==> src/rtl/ifmap_row_loader.sv <==
// ---------------------------------------------------------------------------
// ifmap_row_loader
// Upstream feeder for the PE datapath IFMap FIFO. Takes a valid/ready pixel
// stream, tags each pixel with start-of-row / end-of-row flags and writes the
// tagged word into the IFMap FIFO with zero-cycle latency, never while the
// FIFO is full. Counts columns/rows of a programmed frame and pulses done
// once the last pixel has been written.
//
// Ports:
//   clk        rising-edge clock
//   rstn       synchronous active-low reset
//   start      one-cycle frame start, honoured only in IDLE
//   row_len    pixels per row (latched at start)
//   num_rows   rows per frame (latched at start)
//   in_data    pixel from activation memory
//   in_valid   in_data is valid
//   in_ready   loader accepts in_data this cycle
//   fifo_full  IFMap FIFO full flag
//   fifo_wen   IFMap FIFO write enable
//   fifo_din   tagged word {start_of_row, end_of_row, pixel}
//   busy       high while loading a frame
//   done       one-cycle pulse when the frame completes
//   pix_count  pixels written in the current or last frame
// ---------------------------------------------------------------------------
module ifmap_row_loader #(
    parameter int DATA_WIDTH  = 16,
    parameter int IFMAP_WIDTH = 18,
    parameter int LEN_SIZE    = 8
) (
    input  logic                    clk,
    input  logic                    rstn,
    input  logic                    start,
    input  logic [LEN_SIZE-1:0]     row_len,
    input  logic [LEN_SIZE-1:0]     num_rows,
    input  logic [DATA_WIDTH-1:0]   in_data,
    input  logic                    in_valid,
    output logic                    in_ready,
    input  logic                    fifo_full,
    output logic                    fifo_wen,
    output logic [IFMAP_WIDTH-1:0]  fifo_din,
    output logic                    busy,
    output logic                    done,
    output logic [2*LEN_SIZE-1:0]   pix_count
);

    typedef enum logic [1:0] {
        IDLE = 2'd0,
        LOAD = 2'd1,
        DONE = 2'd2
    } state_t;

    state_t                 state_q, state_d;
    logic [LEN_SIZE-1:0]    len_q,   len_d;
    logic [LEN_SIZE-1:0]    rows_q,  rows_d;
    logic [LEN_SIZE-1:0]    col_q,   col_d;
    logic [LEN_SIZE-1:0]    row_q,   row_d;
    logic [2*LEN_SIZE-1:0]  pix_q,   pix_d;

    // Last-column / last-row detection. Lengths are never 0 in LOAD, so the
    // minus-one values cannot underflow there; 255 stays legal at 8 bits.
    logic [LEN_SIZE-1:0]    len_m1_s;
    logic [LEN_SIZE-1:0]    rows_m1_s;
    logic                   last_col_s;
    logic                   last_row_s;
    logic                   xfer_s;

    assign len_m1_s   = len_q  - LEN_SIZE'(1);
    assign rows_m1_s  = rows_q - LEN_SIZE'(1);
    assign last_col_s = (col_q == len_m1_s);
    assign last_row_s = (row_q == rows_m1_s);

    // Next-state, counter update and combinational output decode.
    always_comb begin
        state_d   = state_q;
        len_d     = len_q;
        rows_d    = rows_q;
        col_d     = col_q;
        row_d     = row_q;
        pix_d     = pix_q;
        in_ready  = 1'b0;
        fifo_wen  = 1'b0;
        fifo_din  = '0;
        busy      = 1'b0;
        done      = 1'b0;
        xfer_s    = 1'b0;

        case (state_q)
            IDLE: begin
                if (start) begin
                    len_d  = row_len;
                    rows_d = num_rows;
                    col_d  = '0;
                    row_d  = '0;
                    pix_d  = '0;
                    // An empty frame completes immediately with no writes.
                    if ((row_len == '0) || (num_rows == '0)) begin
                        state_d = DONE;
                    end else begin
                        state_d = LOAD;
                    end
                end else begin
                    state_d = IDLE;
                end
            end

            LOAD: begin
                busy     = 1'b1;
                in_ready = !fifo_full;
                xfer_s   = in_valid && !fifo_full;
                if (xfer_s) begin
                    fifo_wen = 1'b1;
                    fifo_din = {(col_q == '0), last_col_s, in_data};
                    pix_d    = pix_q + {{(2*LEN_SIZE-1){1'b0}}, 1'b1};
                    if (last_col_s) begin
                        col_d = '0;
                        row_d = row_q + LEN_SIZE'(1);
                        if (last_row_s) begin
                            state_d = DONE;
                        end else begin
                            state_d = LOAD;
                        end
                    end else begin
                        col_d = col_q + LEN_SIZE'(1);
                    end
                end else begin
                    // Stalled or no data: counters and pending pixel hold.
                    state_d = LOAD;
                end
            end

            DONE: begin
                done    = 1'b1;
                state_d = IDLE;
            end

            default: begin
                state_d = IDLE;
            end
        endcase
    end

    // State and counter registers with synchronous active-low reset.
    always_ff @(posedge clk) begin
        if (!rstn) begin
            state_q <= IDLE;
            len_q   <= '0;
            rows_q  <= '0;
            col_q   <= '0;
            row_q   <= '0;
            pix_q   <= '0;
        end else begin
            state_q <= state_d;
            len_q   <= len_d;
            rows_q  <= rows_d;
            col_q   <= col_d;
            row_q   <= row_d;
            pix_q   <= pix_d;
        end
    end

    assign pix_count = pix_q;

endmodule

==> config.mk <==
export PLATFORM = sky130hd
export DESIGN_NAME = ifmap_row_loader
export DESIGN_NICKNAME = d
export VERILOG_FILES = /design/src/rtl/ifmap_row_loader.sv
export SDC_FILE = /design/constraint.sdc
export NUM_CORES = 1
export LEC_CHECK = 0
export CAP_MARGIN = 5
export CORE_MARGIN = 10
export CORE_UTILIZATION = 60
export CTS_BUF_LIST = sky130_fd_sc_hd__clkbuf_8
export CTS_CLUSTER_DIAMETER = 60
export DETAILED_ROUTE_END_ITERATION = 8
export DONT_BUFFER_PORTS = 1
export PLACE_DENSITY_LB_ADDON = 0.2
export SLEW_MARGIN = 20
export SYNTH_ARGS = -nofsm -noshare
export SYNTH_HDL_FRONTEND = slang
export SYNTH_SLANG_ARGS = --single-unit
==> constraint.sdc <==
create_clock -name clk -period 3.7 [get_ports clk]
set_input_delay 0.74 -clock clk [delete_from_list [all_inputs] [get_ports clk]]
set_output_delay 0.74 -clock clk [all_outputs]
set_load 0.02 [all_outputs]
Word-level counts from Yosys, hierarchy flattened. Cells that the tools add are included.

Add/sub/neg operators: 5. Reduce and logical (&&, ||, !) cells: 11. Eq/ne operators: 8. Multiplexer cells: 23.

Operator list (number): $mux 8 (5); $mux 18 (2); $mux 16 (2); $pmux 16 s2 (1); $pmux 8 s2 (2); $logic_not 8->1 (3); $add 16x1->16 const B (1); $add 8x1->8 const B (2); $eq 8x8->1 (2); $sub 8x1->8 const B (2); $mux 2 (5); $ne 2x2->1 const B (3); $mux 1 (5); $pmux 2 s2 (1); $reduce_and 4->1 (1); $ne 3x3->1 const B (1); $reduce_and 3->1 (1); $eq 2x1->1 const B (1); $eq 2x2->1 const B (1); $logic_not 2->1 (1); $reduce_and 2->1 (1); $reduce_bool 2->1 (1); $logic_and 1x1->1 (1); $logic_not 1->1 (1); $logic_or 1x1->1 (1).

Output and inout port bits: 38. Bits of input ports: 37. Bits in registers: 50.

Logic depth before layout (Yosys ltp).
Depth in word-level cells: 6. Mapped depth: 9. Mapped depth without buffers: 9.

Worst setup path after synthesis. Ideal clock, no wire load.

Kind: input-to-output. Start: in in_valid. End: out fifo_din[17]. Stages on the path: 5. Required time: 2960 ps. Arrival time: 2137 ps. Setup slack: 823 ps. Cells stage by stage: nor2b_1 -> and2_1 -> buf_2 -> nand2_1 -> nor4_1.

Word-level cells in the longest chain between the ends: 3.

Ends and longest elaborated chain: from (decl) (line 36) `input logic in_valid,`; $logic_and 1x1->1 (line 109) `xfer_s = in_valid && !fifo_full;`; $mux 18 (line 110) `if (xfer_s) begin`; $mux 18 (line 87) `case (state_q)`; to (decl) (line 40) `output logic [IFMAP_WIDTH-1:0] fifo_din,`.

Every way passes these cells.

Worst setup path in the final report.
Start: reg len_q[0]. End: out fifo_din[16].

Word-level cells in the longest chain between the ends: 4.

Ends and longest elaborated chain: from (decl) (line 53) `logic [LEN_SIZE-1:0] len_q, len_d;`; from (signal assigned) (line 153) `len_q <= len_d;`; $sub 8x1->8 (line 67) `assign len_m1_s = len_q - LEN_SIZE'(1);`; $eq 8x8->1 (line 69) `assign last_col_s = (col_q == len_m1_s);`; $mux 18 (line 110); $mux 18 (line 87).

Every way passes these cells.

==> impl_summary.log <==
[metrics] run status: finished clean
[metrics] register-to-register setup slack: between 1 and 1.5 ns
[metrics] y dimension of the die: between 90 and 100 um
[metrics] Final Slew Violations: 0
[metrics] startpoint of the worst hold path: rows_q[7]
[metrics] area share of the largest cell type after synthesis: 0.338
[metrics] total setup buffers inserted after CTS: 0
[metrics] deepest clock path buffer count: 2
[metrics] number of I/O pins: 75
[metrics] Critical Path AT: roughly 2.2 ns
[metrics] biggest area contributors in the synthesized netlist: sky130_fd_sc_hd__dfxtp_1 34%, sky130_fd_sc_hd__nand2_1 7.5%, sky130_fd_sc_hd__xor2_1 5.6%
[metrics] post-detailed-route count of antenna-violating nets: 0
[metrics] final sum of negative setup slack: 0 ns
[metrics] DRC Markers: 0
[metrics] number of hold-slack violations in the final timing report: 0
[metrics] Cell Area, Synth: just under 3000 um^2
[metrics] Clock Skew: 0.00741 ns
[metrics] top-count cell post-synth: sky130_fd_sc_hd__nand2_1
[metrics] pin count of the biggest net entering global routing: 31
[metrics] post-layout util: 0.655
[metrics] count of hold buffers inserted by post-cts repair: 0
[metrics] maximum vdd drop: 243 uV
[metrics] clock tree from TritonCTS: done
[metrics] fraction of layout instances using a drive strength above 1: 0.0694
[metrics] HP Class: reg2reg
[metrics] maximum clock rate: 336 MHz
[metrics] number of warnings reported in the yosys synthesis log: 0
[metrics] final worst path period need: 2.98 ns
[metrics] Layout fillers: approximately 420
[metrics] gr ovfl total: 0
[metrics] final number of setup-violating endpoints: 0
[metrics] overall track demand over capacity in global routing: 0.162
[metrics] gp weighted congestion: between 0.7 and 0.8
[metrics] leakage: 1.16 nW
[metrics] global-route wire length before repair: approximately 11000 um
[metrics] HPWL after detailed placement: 5220 um
[metrics] total via count after detailed routing: 2488
[metrics] predominant post-synthesis flop cell: sky130_fd_sc_hd__dfxtp_1
[metrics] buffers added on ports: 0
[metrics] number of global-route vias before repair: around 2300
[metrics] area of the die: a little over 8000 um^2
[metrics] number of max-cap violations: 0
[metrics] Max-slew headroom: 0.534
[metrics] via count normalized by instance count: ~5.8
[metrics] count of clock tree sinks: 50
[metrics] CP Class: reg2out
[metrics] most frequent cells after synthesis: 59 x sky130_fd_sc_hd__nand2_1, 50 x sky130_fd_sc_hd__dfxtp_1, 21 x sky130_fd_sc_hd__nor2_1, 20 x sky130_fd_sc_hd__and3_1
[metrics] setup repair after global routing missed its margin: false
[metrics] Worst Path Max Fanout: 5
[metrics] number of cells on the worst hold path: 2
[metrics] root buffer selected by CTS: sky130_fd_sc_hd__clkbuf_8
[metrics] post-synthesis async set-or-reset flop share: 0
[metrics] Worst Tran Pin Value: between 0.6 and 0.7 ns
[metrics] start of the worst register-to-register path: state_q[0]
[metrics] Avg Cell Area, Syn: roughly 8.2 um^2
[metrics] worst reg2reg endpoint: col_q[4]
[metrics] proportion of synthesized chip area in sequential cells: 0.338
[metrics] number of unique standard cell types used by synthesis: 60
[metrics] post-CTS resize count: 0
[metrics] crit path capture type: output port
[metrics] number of enable-type register cells in the synthesized netlist: 0
[metrics] required arrival time at the worst endpoint: between 2 and 3 ns
[metrics] CP startpoint kind: flip-flop
[metrics] clock transition at the register clock pins on the worst setup and hold paths after CTS: approximately 0.09 ns
[metrics] floorplan row count: 25
[metrics] gate count after technology mapping: 362
[metrics] crit share post-route: 0.805
[metrics] routed wire length per instance: 15.8 um
[metrics] post-synthesis net count: approximately 400
[metrics] Yosys reg bits: 50
[metrics] count of antenna diodes in the layout: 0
[metrics] drt first pass iters: 4
[metrics] synthesis-to-layout area growth: 5.15%
[metrics] Starting Density: 0.623
[metrics] nets: approximately 400
[metrics] initial antenna violation count: 0
[metrics] power density of the placed cells: ~360 nW/um^2
[metrics] largest area contributor in the netlist: sky130_fd_sc_hd__dfxtp_1
[metrics] violation count after the first detailed-routing iteration: 114
[metrics] die extent in x: 90.3 um
[metrics] reg2reg path depth: 9
[metrics] core box area: 4750 um^2
[metrics] aggregate routed wire length: 6760 um
[metrics] CTS Buf Count: 5
[metrics] Endpoint, Worst Hold: rows_q[7]
[metrics] maximum level of the CTS H-tree: 2
[metrics] clock insertion delay at the later pin of the skew report: ~0.30 ns
-- per-layer routing --
layer / vias up / GRT usage / part of all wire
met2: 48 / 0.269 / 0.49
met4: 0 / 0.0544 / 0.021
met1: 1159 / 0.200 / 0.44
met3: 15 / 0.0407 / 0.050
li1: 1266 / - / -
met5: - / 0 / 0
-- placed cells by master, fill, tap and decap left out, types with 2 or more instances in the layout --
cell and n:
sky130_fd_sc_hd__nand2_1 59, sky130_fd_sc_hd__nor3b_1 2, sky130_fd_sc_hd__inv_1 14, sky130_fd_sc_hd__nor2b_1 4
sky130_fd_sc_hd__a21oi_1 11, sky130_fd_sc_hd__o211ai_1 3, sky130_fd_sc_hd__or4_1 2, sky130_fd_sc_hd__nand3b_1 2
sky130_fd_sc_hd__nor3_1 3, sky130_fd_sc_hd__a22oi_1 2, sky130_fd_sc_hd__and2_1 5, sky130_fd_sc_hd__o21a_1 2
sky130_fd_sc_hd__ha_1 6, sky130_fd_sc_hd__nor2_1 21, sky130_fd_sc_hd__and3_1 20, sky130_fd_sc_hd__buf_4 5
sky130_fd_sc_hd__nand3_1 12, sky130_fd_sc_hd__dfxtp_1 50, sky130_fd_sc_hd__a21boi_0 19, sky130_fd_sc_hd__clkbuf_8 5
sky130_fd_sc_hd__nor4_1 11, sky130_fd_sc_hd__nand2b_1 6, sky130_fd_sc_hd__nand4_1 10, sky130_fd_sc_hd__xor2_1 19
sky130_fd_sc_hd__nor4b_1 2, sky130_fd_sc_hd__a31oi_1 4, sky130_fd_sc_hd__o21ai_0 7, sky130_fd_sc_hd__a22o_1 3
sky130_fd_sc_hd__xnor2_1 16, sky130_fd_sc_hd__or3_1 6
-- how the worst max path moves through the flow --
stage	start	end	slack (ns)
after floorplan	in_valid	fifo_din[17]	0.82
after global placement	len_q[0]	fifo_din[16]	1.14
after detailed placement	len_q[0]	fifo_din[16]	1.07
after CTS	len_q[0]	fifo_din[16]	0.73
after global routing	len_q[0]	fifo_din[16]	0.54
final	len_q[0]	fifo_din[16]	0.72
-- where the power goes --
group | internal [mW] | switching [mW] | total, mW
logic | 0.0692 | 0.105 | 0.174
clock network | 0.199 | 0.181 | 0.380
registers | 0.552 | 0.0217 | 0.574
total | 0.820 | 0.307 | 1.13
-- state kept, by name, indices dropped and copies added, names as in the netlist --
name,cells
pix_count,16
col_q,8
len_q,8
row_q,8
rows_q,8
state_q,2
-- logic make-up after synthesis --
family | after synthesis | synth area share
flops | 50 | 0.338
simple gates | 176 | 0.314
mux | 1 | 0.00338
xor+xnor | 35 | 0.104
buf+inv | 28 | 0.0431
fa+ha+maj | 6 | 0.0253
compound gates | 66 | 0.172
-- cell type report --
cell class,instances,area (um^2),share of cell area
Inverter,13,48.8,0.0157
Clock buffer,5,68.8,0.0221
Timing Repair Buffer,5,37.5,0.0121
Sequential cell,50,1000,0.321
Tap cell,67,83.8,0.0269
Clock inverter,3,41.3,0.0133
Multi-Input combinational cell,284,1830,0.589
-- worst max-delay path: stages (launching register included) --
cell	delay, ns
sky130_fd_sc_hd__dfxtp_1	0.36
sky130_fd_sc_hd__inv_1	0.07
sky130_fd_sc_hd__ha_1	0.17
sky130_fd_sc_hd__nor3b_2	0.28
sky130_fd_sc_hd__and3_1	0.22
sky130_fd_sc_hd__o2bb2ai_2	0.08
sky130_fd_sc_hd__o21ai_1	0.18
sky130_fd_sc_hd__nand3b_1	0.19
sky130_fd_sc_hd__nor2_1	0.40
-- stage by stage --
| stage | hold slack [ns] | setup slack [ns] | area, um^2 | total power, mW | instances |
|---|---|---|---|---|---|
| 3_5_place_dp | 0.473 | 1.07 | 3000 | 0.760 | 419 |
| 5_1_grt | 0.532 | 0.536 | 3110 | 1.18 | 427 |
| 4_1_cts | 0.486 | 0.731 | 3110 | 1.14 | 427 |
| 6_report | 0.484 | 0.720 | 3110 | 1.13 | 427 |
| 3_3_place_gp | 0.464 | 1.14 | 3000 | 0.754 | 419 |
| 2_1_floorplan | 0.454 | 0.823 | 2960 | 0.731 | 362 |
Note: power is estimated with default switching activity, not from simulation.
